[src/rtl/s_memory_ksa_sequencer.sv]
// s_memory_ksa_sequencer: drives the 256x8 S-memory through RC4 init (S[i]=i) and the key-scheduling swap pass.
module s_memory_ksa_sequencer #(
  parameter int KEY_BYTES = 3
) (
  input  logic                   CLK_50M,
  input  logic                   reset,
  input  logic                   start,
  input  logic [8*KEY_BYTES-1:0] secret_key,
  output logic                   busy,
  output logic                   done,
  output logic [7:0]             mem_address,
  output logic [7:0]             mem_data,
  output logic                   mem_wren,
  input  logic [7:0]             mem_q
);
  localparam int KW = KEY_BYTES > 1 ? $clog2(KEY_BYTES) : 1;
  typedef enum logic [3:0] {
    IDLE, INIT, KSA_RD_I, KSA_WAIT_I, KSA_RD_J, KSA_WAIT_J, KSA_WR_J, KSA_WR_I, DONE
  } state_t;
  state_t state;
  logic [7:0] i, j, si, sj, key_byte, j_next;
  logic [KW-1:0] k;
  // key byte 0 sits in the most-significant byte of secret_key
  always_comb key_byte = 8'(secret_key >> (8 * (KEY_BYTES - 1 - int'(k))));
  always_comb j_next = j + mem_q + key_byte;
  always_ff @(posedge CLK_50M or posedge reset) begin
    if (reset) begin
      state <= IDLE;
      i <= '0;
      j <= '0;
      k <= '0;
      si <= '0;
      sj <= '0;
    end else begin
      case (state)
        IDLE: if (start) begin
          i <= '0;
          state <= INIT;
        end
        INIT: begin
          i <= i + 8'd1;
          if (i == 8'hFF) begin
            j <= '0;
            k <= '0;
            state <= KSA_RD_I;
          end
        end
        KSA_RD_I: state <= KSA_WAIT_I;
        KSA_WAIT_I: state <= KSA_RD_J;
        KSA_RD_J: begin
          si <= mem_q;
          j <= j_next;
          state <= KSA_WAIT_J;
        end
        KSA_WAIT_J: state <= KSA_WR_J;
        KSA_WR_J: begin
          sj <= mem_q;
          state <= KSA_WR_I;
        end
        KSA_WR_I: begin
          k <= k == KW'(KEY_BYTES - 1) ? '0 : k + 1'b1;
          if (i == 8'hFF) state <= DONE;
          else begin
            i <= i + 8'd1;
            state <= KSA_RD_I;
          end
        end
        DONE: state <= IDLE;
        default: state <= IDLE;
      endcase
    end
  end
  always_comb begin
    busy = state != IDLE;
    done = state == DONE;
    mem_wren = state inside {INIT, KSA_WR_J, KSA_WR_I};
    mem_address = state inside {INIT, KSA_RD_I, KSA_WAIT_I, KSA_WR_I} ? i :
                  state == KSA_RD_J ? j_next :
                  state inside {KSA_WAIT_J, KSA_WR_J} ? j : 8'd0;
    mem_data = state == INIT ? i : state == KSA_WR_J ? si : state == KSA_WR_I ? sj : 8'd0;
  end
endmodule

[config.mk]
export PLATFORM = sky130hd
export DESIGN_NAME = s_memory_ksa_sequencer
export DESIGN_NICKNAME = d
export VERILOG_FILES = /design/src/rtl/s_memory_ksa_sequencer.sv
export SDC_FILE = /design/constraint.sdc
export NUM_CORES = 1
export LEC_CHECK = 0
export ABC_AREA = 1
export ABC_CLOCK_PERIOD_IN_PS = 7400
export BUFFER_PORTS_ARGS = -buffer_cell sky130_fd_sc_hd__buf_2
export CORE_MARGIN = 4
export CORE_UTILIZATION = 46
export DETAILED_ROUTE_END_ITERATION = 16
export PLACE_DENSITY = 0.73
export SYNTH_ARGS = -nofsm -noshare
export SYNTH_HDL_FRONTEND = slang
export SYNTH_SLANG_ARGS = --single-unit
[constraint.sdc]
create_clock -name CLK_50M -period 7.4 [get_ports CLK_50M]
set_input_delay 0.74 -clock CLK_50M [delete_from_list [all_inputs] [get_ports CLK_50M]]
set_output_delay 0.74 -clock CLK_50M [all_outputs]
set_load 0.02 [all_outputs]
Word-level counts from Yosys, hierarchy flattened
Index checks and enable logic that the tools add are counted.

Add/subtract/negate cells: 5. Eq/ne operators: 13. Shift operators: 1. Multiplexer cells: 18. Reductions and logical operators: 12.

Operators with widths (number): 2-to-1 mux 8 bit (9); case mux 4 bit (8 select lines) (1); >> shifter 24 x 32 -> 8 bit (1); case mux 8 bit (3 select lines) (1); adder 8 bit (2); equality test 4 x 3 -> 1 bit, second input constant (4); case mux 8 bit (2 select lines) (1); 2-to-1 mux 4 bit (3); adder 8 x 1 -> 8 bit, second input constant (1); equality test 4 x 2 -> 1 bit, second input constant (2); equality test 8 bit, second input constant (1); nonzero test 4 bit (2); inequality test 2 bit, second input constant (3); AND reduction 2 bit (3); nonzero test 2 bit (3); nonzero test 3 bit (2); equality test 4 x 1 -> 1 bit, second input constant (1); equality test 4 bit, second input constant (1); logical NOT 4 bit (1); 2-to-1 mux 2 bit (2); case mux 2 bit (2 select lines) (1); AND reduction 3 bit (1); subtractor 2 x 2 -> 3 bit, first input constant (1); adder 2 x 1 -> 2 bit, second input constant (1); equality test 2 bit, second input constant (1).

Flip-flop bits (word level): 38. Input port bits: 35. Output and inout port bits: 19.

Longest topological paths before layout
Depth after elaboration: 5. Depth in mapped cells: 19. Mapped depth without buffers: 16.

Worst setup path before layout
OpenSTA, ideal clock, no wires.

Path type: reg-to-output. Start: reg k[0]. End: out mem_address[3]. Arrival time: 3.422 ns. Required time: 6.660 ns. Path slack: 3.238 ns. Cell stages (with the launch flop): 17. Buffers on the path: 3. Cells stage by stage: dfrtp_1 buf_2 clkinv_1 buf_2 ha_1 buf_2 inv_1 a21oi_1 a211oi_1 fa_1 ha_1 inv_1 fa_1 or2_2 a21oi_1 a21oi_1 nand2_1.

Cells in the longest elaborated chain, start to end: 5.

RTL lines: start: declaration (line 22) `logic [KW-1:0] k;`; start signal: assignment (line 61) `k <= k == KW'(KEY_BYTES - 1) ? '0 : k + 1'b1;`; subtractor 2 x 2 -> 3 bit (line 24) `always_comb key_byte = 8'(secret_key >> (8 * (KEY_BYTES - 1 - int'(k))));`; >> shifter 24 x 32 -> 8 bit (line 24); adder 8 bit (line 25) `always_comb j_next = j + mem_q + key_byte;`; 2-to-1 mux 8 bit (line 78) `state == KSA_RD_J ? j_next :`; 2-to-1 mux 8 bit (line 77) `mem_address = state inside {INIT, KSA_RD_I, KSA_WAIT_I, KSA_WR_I} ? i :`; end: declaration (line 11) `output logic [7:0] mem_address,`.

No other way between the ends.

Worst setup path after layout
Ends and elaborated chain as after synthesis.

==> flow_summary.json <==
{
  "synth_common_cells": "123 x nand2_1, 38 x dfrtp_1, 36 x inv_1, 32 x nand3_1, 22 x a21oi_1",
  "gp_congestion": 1.01,
  "synthMuxAreaShare": 0,
  "fin_skew_ns": 0.00720,
  "antennaDiodeCount": 0,
  "drv_slew": 0,
  "grt_use_met3": 0.0250,
  "cts_buffers": 5,
  "antenna_found_initial": 0,
  "synth_area_leaders": "dfrtp_1 34%, nand2_1 17%, fa_1 5.8%",
  "critPathRequiredTime_ns": 6.66,
  "synthArstFlopShare": 1.00,
  "worst-r2r-cell-count": 12,
  "max_freq_mhz": 195,
  "cts_max_path_buffers": 2,
  "yosys.area_share.simple": 0.339,
  "drt_wl_total_mm": 7.21,
  "synth_top_area_share": 0.343,
  "grtUsageMet2": 0.349,
  "clk_pin_slew_ns": 0.08,
  "crit_path_max_fanout": 17,
  "dieArea_um2": 7340,
  "die_h_um": 85.7,
  "final_antenna_net_count": 0,
  "timing.final.ws_setup_ns": 2.26,
  "vias_per_cell": 5.28,
  "top_usage_layer": "met2",
  "ys_seq_area_frac": 0.343,
  "p_leak_nw": 1.64,
  "grt_pass1_wl_mm": 12.1,
  "start_kind": "flip-flop",
  "final_area_um2": 3170,
  "final_cells": 497,
  "cts_tree": "yes",
  "ys_warn_count": 0,
  "drtIter0Drc": 196,
  "synth-compound-area-share": 0.112,
  "worst_slew_pin_slew_ns": 0.850,
  "synth_top_cell_by_area": "dfrtp_1",
  "routedWlPerCell_um": 14.5,
  "ys_ff_latch": 38,
  "fin_crit_ns": 5.14,
  "clock_latency_ns": 0.30,
  "ios": 54,
  "cp-end-kind": "output port",
  "route.detailed.drc": 0,
  "drive_gt1_frac": 0.199,
  "dp_slack_ns": 2.57,
  "fillCellCount": 571,
  "critPathKind": "flip-flop to output port",
  "dr_total_vias": 2625,
  "utilization": 0.539,
  "register_area_um2": 951,
  "portBuffers": 53,
  "fin_tns_setup_ns": 0,
  "yosysMostFrequentCell": "nand2_1",
  "initial_core_util": 0.472,
  "hp-class": "flip-flop to flip-flop",
  "cts.htree.levels": 2,
  "postCtsSetupRepairBufs": 0,
  "min_to": "sj[1]",
  "r2r_slack_ns": 3.43,
  "fin_nets": 474,
  "grt_remaining_overflow": 0,
  "r2r-end": "j[3]",
  "avgSynthCellArea_um2": 7.48,
  "maxCapViolCount": 0,
  "place_inst": 489,
  "status": "finished clean",
  "rsz0062_at_grt": "false",
  "grtUsageTotal": 0.208,
  "synth_top_family_by_area": "simple AND/OR/NAND/NOR gates",
  "drt_first_pass_iters": 5,
  "hp-start": "sj[1]",
  "synth_xor_area_frac": 0.0221,
  "syn2layout_area_growth_pct": 14.3,
  "p_per_area_nw_per_um2": 135,
  "cts.sinks": 38,
  "multiInputGateArea_um2": 1600,
  "relSlewSlack": 0.430,
  "syn_area_um2": 2780,
  "vdd.ir_drop.worst_mv": 0.0632,
  "cp.arrival_ns": 4.40,
  "synth_top_flop_cell": "dfrtp_1",
  "period_share": 0.694,
  "die_w_um": 85.7,
  "grt_max_degree": 39,
  "setup_viol": 0,
  "hold_depth": 2,
  "cts.repair.resized": 0,
  "ctsHoldBuffers": 0,
  "grtUsageMet1": 0.281,
  "dp_hpwl_mm": 5.46,
  "synthAdderAreaFrac": 0.103,
  "dpl-instance-area_um2": 3080,
  "synth_nets": 424,
  "coreArea_um2": 5890,
  "clockRootBuffer": "clkbuf_8",
  "yosysUniqueCellTypes": 33,
  "hold_viol_final": 0,
  "synth_cells": 371,
  "grt_pass1_vias": 2539,
  "rows": 28,
  "r2r-start": "k[0]",
  "synth-edff-count": 0
}
## per-layer routing
layer | part of all wire | up-vias | wire length, µm
li1 | - | 1305 | -
met5 | 0 | - | 0
met3 | 0.062 | 9 | 444
met4 | 0.016 | 0 | 114
met2 | 0.48 | 88 | 3430
met1 | 0.45 | 1223 | 3220
## area by class of cell
| cell class | count | area share |
|---|---|---|
| Multi-Input combinational cell | 279 | 0.504 |
| Sequential cell | 38 | 0.300 |
| Timing Repair Buffer | 54 | 0.0860 |
| Inverter | 43 | 0.0509 |
| Tap cell | 75 | 0.0296 |
| Clock buffer | 6 | 0.0260 |
| Clock inverter | 2 | 0.00394 |
## cell usage in the layout (no fill, tap or decap), types with 5 or more instances in the layout
cell / n
o21ai_0: 16
ha_1: 10
nand4_1: 9
fa_1: 8
buf_2: 53
xor2_1: 6
a21oi_1: 22
nand2_1: 123
nor2_1: 15
inv_1: 36
clkbuf_8: 6
dfrtp_1: 38
nand3_1: 32
a211oi_1: 7
inv_2: 5
## worst max-delay path: stages, from the launching register on
cell	delay [ns]
dfrtp_1	0.59
clkinv_1	0.47
ha_1	0.63
inv_1	0.19
a21oi_1	0.15
a211oi_1	0.10
fa_1	0.50
ha_1	0.18
inv_1	0.07
fa_1	0.42
or2_2	0.29
a21oi_1	0.19
a21oi_1	0.07
nand2_1	0.08
buf_2	0.16
## kinds of logic after synthesis
| group | count (synthesis) |
|---|---|
| AOI/OAI and AO/OA | 55 |
| xor gates and xnor gates | 7 |
| adders and majority gates | 18 |
| buffers and inverters | 54 |
| DFF | 38 |
| and+or+nand+nor | 199 |
## worst max path at each step
stage,depth (start not counted),to,slack [ns],startpoint
after CTS,14,mem_address[3],2.26,k[0]
after detailed placement,14,mem_address[3],2.57,k[0]
after global routing,14,mem_address[3],1.85,k[0]
final,14,mem_address[3],2.26,k[0]
after floorplan,16,mem_address[3],3.24,k[0]
after global placement,14,mem_address[3],2.77,k[0]
## per-stage QoR
stage	hold WS (ns)	total power, mW
after floorplan	0.453	0.254
after global placement	0.466	0.275
after detailed placement	0.475	0.276
after CTS	0.494	0.430
after global routing	0.521	0.446
final	0.494	0.427
## sequential cells by signal, summed over array words and instances (netlist names)
signal / flops
k: 2
si: 8
i: 8
sj: 8
j: 8
state: 4
## report_power, final
part,internal [mW],total (mW),switching [mW]
combinational,0.0274,0.0643,0.0370
clock,0.0749,0.154,0.0788
sequential,0.208,0.209,0.000731
No activity file was read; power rests on OpenSTA's default activity.
